--- config.mk ---
export PLATFORM = sky130hd
export DESIGN_NAME = oddr_tx_serializer
export DESIGN_NICKNAME = d
export VERILOG_FILES = /design/src/rtl/oddr_tx_serializer.sv
export SDC_FILE = /design/constraint.sdc
export NUM_CORES = 1
export LEC_CHECK = 0
export BUFFER_PORTS_ARGS = -buffer_cell sky130_fd_sc_hd__buf_4
export CORE_MARGIN = 2
export CORE_UTILIZATION = 44
export CTS_CLUSTER_DIAMETER = 100
export DETAILED_ROUTE_END_ITERATION = 8
export GPL_TIMING_DRIVEN = 0
export PLACE_DENSITY = 0.71
export SLEW_MARGIN = 15
export SYNTH_ARGS = -nofsm -noshare
export SYNTH_HDL_FRONTEND = slang
export SYNTH_SLANG_ARGS = --single-unit
--- constraint.sdc ---
create_clock -name SCLK -period 1 [get_ports SCLK]
set_input_delay 0.15 -clock SCLK [delete_from_list [all_inputs] [get_ports SCLK]]
set_output_delay 0.15 -clock SCLK [all_outputs]
set_load 0.03 [all_outputs]
--- src/rtl/oddr_tx_serializer.sv ---
// Purpose: serialize WIDTH-bit words into DDR bit pairs (D0 on SCLK high phase, D1 on low phase) for an output pad.
// Latency: word accepted at edge k shows pair 0 right after edge k; pair i follows edge k+i.
// Backpressure: DIN_READY is high only when idle or showing the last pair, so back-to-back words run with no gap.
//
// Ports:
//   SCLK       clock, all state on rising edge
//   RST        synchronous active-high reset
//   DIN        parallel word, sampled only on accept
//   DIN_VALID  DIN holds a word
//   DIN_READY  block takes DIN at the next rising edge when DIN_VALID=1
//   D0_OUT     registered high-phase bit of the current pair
//   D1_OUT     registered low-phase bit of the current pair
//   FRAME      current pair is pair 0 of a word
//   BUSY       a word is being shifted out
//   Q          behavioural DDR mux of D0_OUT/D1_OUT selected by SCLK level
module oddr_tx_serializer #(
    parameter int   WIDTH     = 8,
    parameter logic IDLE_VAL  = 1'b0,
    parameter bit   MSB_FIRST = 1'b0
) (
    input  logic             SCLK,
    input  logic             RST,
    input  logic [WIDTH-1:0] DIN,
    input  logic             DIN_VALID,
    output logic             DIN_READY,
    output logic             D0_OUT,
    output logic             D1_OUT,
    output logic             FRAME,
    output logic             BUSY,
    output logic             Q
);

    localparam int NPAIRS = WIDTH / 2;
    localparam int CW     = (NPAIRS > 1) ? $clog2(NPAIRS) : 1;
    localparam logic [CW-1:0] CNT_LAST = CW'(NPAIRS - 1);

    localparam logic [0:0] ST_IDLE  = 1'b0;
    localparam logic [0:0] ST_SHIFT = 1'b1;

    logic [0:0]       r_state;
    logic [CW-1:0]    r_cnt;      // pairs still to emit after the current one
    logic [WIDTH-1:0] r_sr;       // remaining pairs, next pair in bits [1:0]
    logic             r_d0;
    logic             r_d1;
    logic             r_frame;

    logic [WIDTH-1:0] w_word;     // DIN reordered so pair 0 always sits in bits [1:0]
    logic             w_last;
    logic             w_ready;
    logic             w_accept;

    // Mirroring the word lets one LSB-first shift path serve both orders:
    // with MSB_FIRST, DIN[W-1] lands in bit 0 and becomes D0 of pair 0.
    always_comb begin
        w_word = DIN;
        if (MSB_FIRST) begin
            for (int j = 0; j < WIDTH; j++) begin
                w_word[j] = DIN[WIDTH-1-j];
            end
        end
    end

    assign w_last   = (r_cnt == '0);
    assign w_ready  = !RST && ((r_state == ST_IDLE) || w_last);
    assign w_accept = DIN_VALID && w_ready;

    always_ff @(posedge SCLK) begin
        if (RST) begin
            r_state <= ST_IDLE;
            r_cnt   <= '0;
            r_sr    <= '0;
            r_d0    <= IDLE_VAL;
            r_d1    <= IDLE_VAL;
            r_frame <= 1'b0;
        end else begin
            case (r_state)
                ST_IDLE: begin
                    if (w_accept) begin
                        r_d0    <= w_word[0];
                        r_d1    <= w_word[1];
                        r_sr    <= w_word >> 2;
                        r_cnt   <= CNT_LAST;
                        r_frame <= 1'b1;
                        r_state <= ST_SHIFT;
                    end else begin
                        r_d0    <= IDLE_VAL;
                        r_d1    <= IDLE_VAL;
                        r_frame <= 1'b0;
                    end
                end
                ST_SHIFT: begin
                    if (!w_last) begin
                        r_d0    <= r_sr[0];
                        r_d1    <= r_sr[1];
                        r_sr    <= r_sr >> 2;
                        r_cnt   <= r_cnt - 1'b1;
                        r_frame <= 1'b0;
                    end else if (w_accept) begin
                        // Back-to-back word: pair 0 follows the last pair directly.
                        r_d0    <= w_word[0];
                        r_d1    <= w_word[1];
                        r_sr    <= w_word >> 2;
                        r_cnt   <= CNT_LAST;
                        r_frame <= 1'b1;
                    end else begin
                        // Underrun: drop to the idle level until the next word.
                        r_d0    <= IDLE_VAL;
                        r_d1    <= IDLE_VAL;
                        r_frame <= 1'b0;
                        r_state <= ST_IDLE;
                    end
                end
                default: begin
                    r_state <= ST_IDLE;
                    r_cnt   <= '0;
                    r_d0    <= IDLE_VAL;
                    r_d1    <= IDLE_VAL;
                    r_frame <= 1'b0;
                end
            endcase
        end
    end

    assign DIN_READY = w_ready;
    assign D0_OUT    = r_d0;
    assign D1_OUT    = r_d1;
    assign FRAME     = r_frame;
    assign BUSY      = (r_state == ST_SHIFT);

    // Simulation model of the pad DDR mux; X when the clock level is unknown.
    assign Q = (SCLK === 1'b1) ? r_d0 : ((SCLK === 1'b0) ? r_d1 : 1'bx);

endmodule

; ---- After elaboration in Yosys (flattened, before gate mapping)
; Index checks and enable logic that the tools add are counted.
[word_totals]
register_bits = 14
in_bits = 11
output_inout_bits = 6
[op_classes]
n_addsub = 1
n_eq_ne = 2
n_mux = 19
n_bitwise = 1
reduce_logical = 5
[ops]
columns = cell, n
row1 = 2-to-1 mux 8 bit, 2
row2 = one-hot mux 8 bit (2 select lines), 1
row3 = 2-to-1 mux 1 bit, 9
row4 = one-hot mux 1 bit (2 select lines), 4
row5 = 2-to-1 mux 2 bit, 2
row6 = one-hot mux 2 bit (2 select lines), 1
row7 = "case equality test 1 bit, second input constant", 2
row8 = logical AND 1 bit, 2
row9 = logical NOT 2 bit, 1
row10 = "subtractor 2 x 1 -> 2 bit, second input constant", 1
row11 = logical NOT 1 bit, 1
row12 = logical OR 1 bit, 1
row13 = NOT 1 bit, 1

; ---- Logic depth before layout (Yosys ltp)
; Gate-level depths: netlist of run 1.
[depth]
ltp_word = 7
depth_mapped = 3
ltp_nobuf = 2

==> impl_metrics.env, run 1 <==
export IMPL_antenna_cells=0
export IMPL_syn_avg_cell_area_um2=11.5
export IMPL_detailedPlacementHpwl_um=895
export IMPL_post_layout_nonfiller_instances=105
export IMPL_crit_fanout=2
export IMPL_vias=564
export IMPL_cell_internal_pwr_mw=1.14
export IMPL_failed_checks="negative setup slack"
export IMPL_worstPathArrival_ps=1200
export IMPL_post_cts_hold_buffer_count=0
export IMPL_min_path_type="in -> reg"
export IMPL_layout_common_cells="16 x sky130_fd_sc_hd__buf_4, 10 x sky130_fd_sc_hd__buf_6, 8 x sky130_fd_sc_hd__mux2i_1, 8 x sky130_fd_sc_hd__dfxtp_1"
export IMPL_first_global_vias=580
export IMPL_fin_setup_tns_ps=-2110
export IMPL_period_share=1.35
export IMPL_synth_lib_cells_used_distinct=21
export IMPL_final_antenna_net_count=0
export IMPL_initial_utilization=0.458
export IMPL_die_h_um=42.9
export IMPL_setup_worst_path_class="reg -> out"
export IMPL_pin_count_of_the_biggest_net_entering_global_routing=11
export IMPL_cts_reportedPaths_clkPinSlew_ps=90
export IMPL_syn_inst=58
export IMPL_layout_core_utilization=0.698
export IMPL_powerDensity_mw_per_mm2=1580
export IMPL_syn_cell_area_um2=666
export IMPL_rsz0062_at_grt="yes"
export IMPL_synth_flop_cell="sky130_fd_sc_hd__dfxtp_1"
export IMPL_cellLeakagePower_nw=0.441
export IMPL_power_frac_comb=0.220
export IMPL_seqPwrFrac=0.390
export IMPL_grt_pass1_wl_um=2680
export IMPL_synth_to_layout_area_growth_pct=52.4
export IMPL_synthesis_nets=69
export IMPL_placement_io_buffers=16
export IMPL_clock_tree_from_tritoncts="yes"
export IMPL_synth_area_top_cells="sky130_fd_sc_hd__dfxtp_1 42%, sky130_fd_sc_hd__a221oi_2 14%, sky130_fd_sc_hd__mux2i_1 12%, sky130_fd_sc_hd__nor2b_1 5.6%, sky130_fd_sc_hd__nand3b_1 3.4%"
export IMPL_timing_final_hold_violations=0
export IMPL_ys_async_sr_fraction=0
export IMPL_synth_enable_flop_cells=0
export IMPL_timing_fmax_mhz=743
export IMPL_min_period_ps=1350
export IMPL_max_slew_margin=0.813
export IMPL_drc_errors=0
export IMPL_die_w_um=42.9
export IMPL_post_drt_wl_per_cell_um=15.0
export IMPL_switchingPower_uw=459
export IMPL_run_status="finished with violations"
export IMPL_commonest_non_fill_non_tap_cell_in_the_layout="sky130_fd_sc_hd__buf_4"
export IMPL_worst_slew_pin_slew_ps=281
export IMPL_synthDominantCellAreaShare=0.421
export IMPL_viasPerCell=5.37
export IMPL_drt_pass_1_iters=4
export IMPL_ys_ff_latch=14
export IMPL_drive_above_1_share=0.584
export IMPL_synth_seq_area_share=0.421
export IMPL_clock_insertion_delay_worst_skew_ps=400
export IMPL_totalWireLength_um=1570
export IMPL_track_usage=0.214
export IMPL_yosys_synthesis_warning_count=0
export IMPL_drt_first_iter_violations=3
export IMPL_startpoint_type="register"
export IMPL_final_setup_viol_count=17
export IMPL_std_cell_rows=14
export IMPL_worstPathRequired_ps=850
export IMPL_gp_routability_congestion=0.683
export IMPL_fin_nets=101
export IMPL_peakVddDrop_mv=0.837
export IMPL_grt_antenna_before_repair=0
export IMPL_fin_worst_skew_ps=5.15
export IMPL_yosysTopAreaCell="sky130_fd_sc_hd__dfxtp_1"
export IMPL_ios=17
export IMPL_power_share_switching=0.286
export IMPL_placeableCoreArea_mm2=0.00145
export IMPL_part_of_the_power_in_the_clock_network=0.390
export IMPL_dpl_cell_count=90
export IMPL_design_die_area_mm2=0.00184
export IMPL_power_mw=1.60
export IMPL_worstSetupEndpointType="primary output"
export IMPL_dp_worst_setup_slack_ps=-78.2
export IMPL_final_max_slew_violation_count=0
export IMPL_cap_violations=0
export IMPL_setup_slack_ps=-346
export IMPL_global_route_overflow_total=0
==> synthesized netlist by cell type (all sizes together), types with 2 or more instances <==
cell and count:
and4 2, buf 4, inv 2, dfxtp 14, mux2i 8, nand3b 3
a221oi 6, a211oi 2, nor2b 6, nand2b 2
==> per-stage QoR <==
stage          hold WS [ps]  cell area, um2
3_3_place_gp            418             821
4_1_cts                10.7             977
3_5_place_dp            418             821
6_report               7.53            1010
5_1_grt                27.3            1010
2_1_floorplan           315             681
==> power by group through the flow <==
stage / Sequential [mW] / Combinational [mW] / Clock [mW]
after floorplan: 0.656 / 0.167 / 0.0471
after global placement: 0.641 / 0.259 / 0.0623
after detailed placement: 0.644 / 0.262 / 0.0623
after CTS: 0.623 / 0.328 / 0.629
after global routing: 0.632 / 0.381 / 0.658
final: 0.625 / 0.353 / 0.626
==> what timing repair did <==
| item | 4_1_cts | 5_1_grt |
|---|---|---|
| pin swaps | 1 | 8 |
| setup endpoints to repair | 16 | 19 |
| setup buffers | 5 | 4 |
| cloned | 1 | 0 |
| gates resized for setup | 18 | 3 |
==> cell type report <==
cell class	instances	area, um2
Clock buffer	7	62.6
Inverter	2	7.51
Tap cell	16	20.0
Timing Repair Buffer	23	206
Sequential cell	14	295
Fill cell	128	439
Buffer	4	35.0
Multi-Input combinational cell	39	388
==> state kept, by name, summed over array words and instances, names as in the netlist <==
| register | cells |
|---|---|
| BUSY | 1 |
| D0_OUT | 1 |
| D1_OUT | 1 |
| FRAME | 1 |
| r_cnt | 2 |
| r_sr | 8 |
==> metal layers <==
layer | vias to the layer above | track usage | part of all wire | wire [um]
met4 | 0 | 0.156 | 0.029 | 46
met3 | 4 | 0.102 | 0.050 | 79
met2 | 12 | 0.309 | 0.50 | 783
met5 | - | 0 | 0 | 0
met1 | 270 | 0.243 | 0.42 | 661
li1 | 278 | - | - | -
==> logic make-up after synthesis <==
kind of cell / after synthesis / share of synthesized area
flops: 14 / 0.421
buf+inv: 6 / 0.0545
mux: 9 / 0.137
simple gates: 16 / 0.158
compound gates: 13 / 0.229
==> worst paths after layout <==
path,startpoint,to,slack (ps),cells after the start
max,BUSY,DIN_READY,-350,4
min,DIN[1],D1_OUT,8,3
max reg2reg,r_cnt[0],r_sr[0],-150,4
min reg2reg,r_sr[1],D1_OUT,490,2
==> critical path, stage by stage, from the launching register on <==
cell	delay, ps
sky130_fd_sc_hd__dfxtp_4	360
sky130_fd_sc_hd__buf_6	120
sky130_fd_sc_hd__o21a_4	120
sky130_fd_sc_hd__nor2_4	70
sky130_fd_sc_hd__buf_6	130
Power figures use the tool's default switching activity.
==> run 2: changes to the inputs <==
--- a/config.mk
+++ b/config.mk
@@ -11,7 +11,7 @@
 export CTS_CLUSTER_DIAMETER = 100
 export DETAILED_ROUTE_END_ITERATION = 8
 export GPL_TIMING_DRIVEN = 0
-export PLACE_DENSITY = 0.71
+export PLACE_DENSITY = 0.68
 export SLEW_MARGIN = 15
 export SYNTH_ARGS = -nofsm -noshare
 export SYNTH_HDL_FRONTEND = slang
==> impl_metrics.env, run 2 (same netlist as run 1, synthesis figures left out) <==
export IMPL_run_status="finished with violations"
export IMPL_failed_checks="negative setup slack"
export IMPL_timing_fmax_mhz=755
export IMPL_timing_final_hold_violations=0
export IMPL_worst_slew_pin_slew_ps=346
export IMPL_critical_path_startpoint="r_cnt[0]"
export IMPL_clock_insertion_delay_worst_skew_ps=380
export IMPL_post_cts_hold_buffer_count=0
export IMPL_commonest_non_fill_non_tap_cell_in_the_layout="sky130_fd_sc_hd__buf_4"
export IMPL_max_flop_register="r_sr"
export IMPL_holdCritStartpoint="DIN[1]"
export IMPL_die_w_um=42.9
export IMPL_drt_pass_1_iters=4
export IMPL_pin_count_of_the_biggest_net_entering_global_routing=11
export IMPL_drc_errors=0
export IMPL_cts_reportedPaths_clkPinSlew_ps=80
export IMPL_layout_core_utilization=0.656
export IMPL_hold_end="D1_OUT"
export IMPL_cp_slowest_stage_delay_ps=370
export IMPL_design_die_area_mm2=0.00184
export IMPL_crit_slowest_cell="sky130_fd_sc_hd__dfxtp_2"
export IMPL_cap_violations=0
export IMPL_initial_utilization=0.458
export IMPL_worstSetupEndpointType="primary output"
export IMPL_drive_above_1_share=0.553
export IMPL_layout_common_cells="15 x sky130_fd_sc_hd__buf_4, 8 x sky130_fd_sc_hd__mux2i_1, 8 x sky130_fd_sc_hd__buf_6, 8 x sky130_fd_sc_hd__dfxtp_1"
export IMPL_std_cell_rows=14
export IMPL_vias=549
export IMPL_setup_worst_path_class="reg -> out"
export IMPL_powerDensity_mw_per_mm2=1540
export IMPL_startpoint_type="register"
export IMPL_dpl_cell_count=90
export IMPL_die_h_um=42.9
export IMPL_placement_io_buffers=16
export IMPL_global_route_overflow_total=0
export IMPL_holdWs_ps=42.0
export IMPL_antenna_cells=0
export IMPL_post_drt_wl_per_cell_um=13.8
export IMPL_largest_register_ffs=8
export IMPL_rrSetupSlack_ps=-100
export IMPL_viasPerCell=5.44
export IMPL_ios=17
export IMPL_fin_setup_tns_ps=-1730
export IMPL_max_slew_margin=0.769
export IMPL_min_path_type="in -> reg"
export IMPL_final_antenna_net_count=0
export IMPL_grt_antenna_before_repair=0
export IMPL_first_global_vias=541
export IMPL_final_max_slew_violation_count=0
export IMPL_fin_worst_skew_ps=3.33
export IMPL_timing_critical_path_cells="o21a_4, nor2_4, buf_6"
export IMPL_reg2reg_to="r_sr[1]"
export IMPL_drt_first_iter_violations=3
export IMPL_final_setup_viol_count=14
export IMPL_worstPathRequired_ps=850
export IMPL_grt_pass1_wl_um=2280
export IMPL_period_share=1.33
export IMPL_clock_tree_from_tritoncts="yes"
export IMPL_worstPathArrival_ps=1180
export IMPL_placeableCoreArea_mm2=0.00145
export IMPL_fin_nets=97
export IMPL_largestRegisters="r_sr x8, r_cnt x2"
export IMPL_track_usage=0.174
export IMPL_gp_routability_congestion=0.631
export IMPL_synth_to_layout_area_growth_pct=43.2
export IMPL_post_layout_nonfiller_instances=101
export IMPL_totalWireLength_um=1400
export IMPL_setup_slack_ps=-325
export IMPL_rsz0062_at_grt="yes"
export IMPL_crit_fanout=7
export IMPL_min_period_ps=1330
export IMPL_cellLeakagePower_nw=0.415
export IMPL_r2r_cells=3
export IMPL_peakVddDrop_mv=0.750
export IMPL_r2r_start="r_cnt[1]"
export IMPL_timing_hold_worst_path_depth=3
-- run 2: power breakdown --
part           internal (mW)  switching, mW
clock                  0.292          0.238
combinational          0.163          0.144
sequential             0.599         0.0305
-- run 2: cell type report --
| class | instances | area, um2 |
|---|---|---|
| Fill cell | 121 | 500 |
| Multi-Input combinational cell | 38 | 369 |
| Sequential cell | 14 | 293 |
| Timing Repair Buffer | 21 | 184 |
| Clock buffer | 7 | 52.6 |
| Buffer | 3 | 27.5 |
| Tap cell | 16 | 20.0 |
| Inverter | 2 | 7.51 |
-- run 2: per-layer routing --
| layer | share of wire | track usage |
|---|---|---|
| met1 | 0.47 | 0.216 |
| met2 | 0.47 | 0.252 |
| met3 | 0.044 | 0.0553 |
| met4 | 0.015 | 0.125 |
| met5 | 0 | 0 |
-- run 2: through the flow --
step / power (mW) / cell area (um2) / worst slack, ps
after floorplan: 0.870 / 681 / -20.9
after detailed placement: 0.969 / 821 / -82.7
after CTS: 1.48 / 942 / -329
after global routing: 1.55 / 953 / -383
after global placement: 0.965 / 821 / -77.4
final: 1.47 / 953 / -325
-- run 2: how the worst max path moves through the flow --
stage	cells past startpoint	to	slack, ps
after floorplan	3	DIN_READY	-20
after global placement	4	DIN_READY	-80
after detailed placement	4	DIN_READY	-80
after CTS	4	DIN_READY	-330
after global routing	4	DIN_READY	-380
final	3	DIN_READY	-330
-- run 2: timing repair --
item | 4_1_cts | 5_1_grt
setup buffers | 4 | 3
endpoints found under the setup margin | 14 | 19
resized for setup | 15 | 4
pin swaps | 3 | 6
-- run 2: worst max-delay path, delay by kind of cell (launching register included) --
kind / cells / cell delay (ps)
AO/OA/AOI/OAI: 1 / 220
buffers and inverters: 1 / 130
flip-flops: 1 / 370
AND/OR/NAND/NOR: 1 / 80
==> run 3: changes to the inputs <==
--- a/config.mk
+++ b/config.mk
@@ -11,7 +11,7 @@
 export CTS_CLUSTER_DIAMETER = 100
 export DETAILED_ROUTE_END_ITERATION = 8
 export GPL_TIMING_DRIVEN = 0
-export PLACE_DENSITY = 0.68
+export PLACE_DENSITY = 0.75
 export SLEW_MARGIN = 15
 export SYNTH_ARGS = -nofsm -noshare
 export SYNTH_HDL_FRONTEND = slang
==> impl_metrics.env, run 3 (same netlist as run 1, synthesis figures left out) <==
export IMPL_run_status="finished with violations"
export IMPL_failed_checks="negative setup slack"
export IMPL_totalWireLength_um=1650
export IMPL_synth_to_layout_area_growth_pct=52.4
export IMPL_fin_setup_tns_ps=-2060
export IMPL_largest_register_ffs=8
export IMPL_period_share=1.33
export IMPL_cap_violations=0
export IMPL_min_path_type="in -> reg"
export IMPL_register_area_um2=295
export IMPL_vias=599
export IMPL_layout_common_cells="15 x sky130_fd_sc_hd__buf_4, 12 x sky130_fd_sc_hd__buf_6, 8 x sky130_fd_sc_hd__mux2i_1, 8 x sky130_fd_sc_hd__dfxtp_1"
export IMPL_grt_pass1_wl_um=2490
export IMPL_grt_antenna_before_repair=0
export IMPL_ios=17
export IMPL_min_period_ps=1330
export IMPL_setup_slack_ps=-333
export IMPL_power_mw=1.59
export IMPL_setup_worst_path_class="reg -> out"
export IMPL_rsz0062_at_grt="yes"
export IMPL_die_h_um=42.9
export IMPL_placeableCoreArea_mm2=0.00145
export IMPL_final_setup_viol_count=15
export IMPL_placement_io_buffers=16
export IMPL_timing_fmax_mhz=750
export IMPL_final_antenna_net_count=0
export IMPL_crit_top_cell="sky130_fd_sc_hd__buf_6"
export IMPL_track_usage=0.194
export IMPL_fin_nets=101
export IMPL_crit_fanout=2
export IMPL_post_drt_wl_per_cell_um=15.7
export IMPL_die_w_um=42.9
export IMPL_max_flop_register="r_sr"
export IMPL_max_slew_margin=0.804
export IMPL_peakVddDrop_mv=0.806
export IMPL_clock_tree_from_tritoncts="yes"
export IMPL_startpoint_type="register"
export IMPL_worst_slew_pin_slew_ps=294
export IMPL_pin_count_of_the_biggest_net_entering_global_routing=11
export IMPL_crit_slowest_cell="sky130_fd_sc_hd__dfxtp_4"
export IMPL_cp_slowest_stage_delay_ps=350
export IMPL_worstPathRequired_ps=850
export IMPL_multi_input_area_um2=388
export IMPL_powerDensity_mw_per_mm2=1570
export IMPL_global_route_overflow_total=0
export IMPL_cellLeakagePower_nw=0.441
export IMPL_cts_reportedPaths_clkPinSlew_ps=90
export IMPL_clock_insertion_delay_worst_skew_ps=390
export IMPL_drt_first_iter_violations=11
export IMPL_number_of_fill_cells=113
export IMPL_design_die_area_mm2=0.00184
export IMPL_dp_worst_setup_slack_ps=-82.1
export IMPL_post_cts_hold_buffer_count=0
export IMPL_drt_pass_1_iters=4
export IMPL_worstPathArrival_ps=1180
export IMPL_timing_critical_path_cells="buf_6, o21a_4, nor2_4, buf_6"
export IMPL_viasPerCell=5.70
export IMPL_drc_errors=0
export IMPL_antenna_cells=0
export IMPL_holdWs_ps=22.6
export IMPL_commonest_non_fill_non_tap_cell_in_the_layout="sky130_fd_sc_hd__buf_4"
export IMPL_gp_routability_congestion=0.679
export IMPL_drive_above_1_share=0.584
export IMPL_largestRegisters="r_sr x8, r_cnt x2"
export IMPL_initial_utilization=0.458
export IMPL_std_cell_rows=14
export IMPL_worstSetupEndpointType="primary output"
export IMPL_timing_final_hold_violations=0
export IMPL_first_global_vias=603
export IMPL_fin_worst_skew_ps=1.08
export IMPL_detailedPlacementHpwl_um=912
export IMPL_final_max_slew_violation_count=0
## run 3: cell types whose count changed in the layout (fill, tap and decap cells not counted)
cell,delta
sky130_fd_sc_hd__a211oi_1,-1
sky130_fd_sc_hd__a211oi_2,+1
sky130_fd_sc_hd__buf_6,+4
sky130_fd_sc_hd__buf_8,-1
sky130_fd_sc_hd__clkbuf_1,-1
sky130_fd_sc_hd__clkbuf_8,+1
sky130_fd_sc_hd__dfxtp_2,-1
sky130_fd_sc_hd__dfxtp_4,+1
sky130_fd_sc_hd__o21ai_4,+1
sky130_fd_sc_hd__or2_1,+1
sky130_fd_sc_hd__or2_4,-1
## run 3: repair_timing
action                                  in CTS  in global routing
gates cloned                                 0                  1
buffers inserted                             6                  4
endpoints found under the setup margin      14                 17
pin swaps                                    2                  4
resized for setup                           19                  4
## run 3: stage by stage
step | util | cell area (um2) | std cells
3_5_place_dp | 0.565 | 821 | 90
4_1_cts | 0.674 | 980 | 102
5_1_grt | 0.698 | 1010 | 105
3_3_place_gp | 0.565 | 821 | 90
2_1_floorplan | - | 681 | 58
6_report | 0.698 | 1010 | 105
## run 3: power breakdown
part | total (mW) | switching [mW] | internal, mW
registers | 0.625 | 0.0262 | 0.598
clock network | 0.617 | 0.258 | 0.359
logic | 0.352 | 0.170 | 0.182
total | 1.59 | 0.454 | 1.14
## run 3: final cells by class
class	instances	area share
buffer	4	0.0345
timing repair buffer	23	0.203
multi-input combinational	39	0.382
tap	16	0.0197
sequential	14	0.291
inverter	2	0.00740
clock buffer	7	0.0617
## run 3: critical path, delay by kind of cell, from the launching register on
family / cells / cell delay [ps]
buffers and inverters: 2 / 240
DFF: 1 / 350
and+or+nand+nor: 1 / 80
AOI/OAI and AO/OA: 1 / 120
## run 3: path summary, 6_finish.rpt
path / slack, ps / startpoint / endpoint / depth (start not counted)
worst max-delay path: -330 / BUSY / DIN_READY / 4
worst min-delay path: 20 / DIN[0] / D0_OUT / 3
worst max register to register: -160 / r_cnt[1] / r_sr[2] / 4
worst min register to register: 480 / r_sr[0] / D0_OUT / 2
## run 3: routing by layer
metal  GRT usage  wire (um)
met3      0.0936        101
met5           0          0
met1       0.187        700
met2       0.306        800
met4       0.163         51
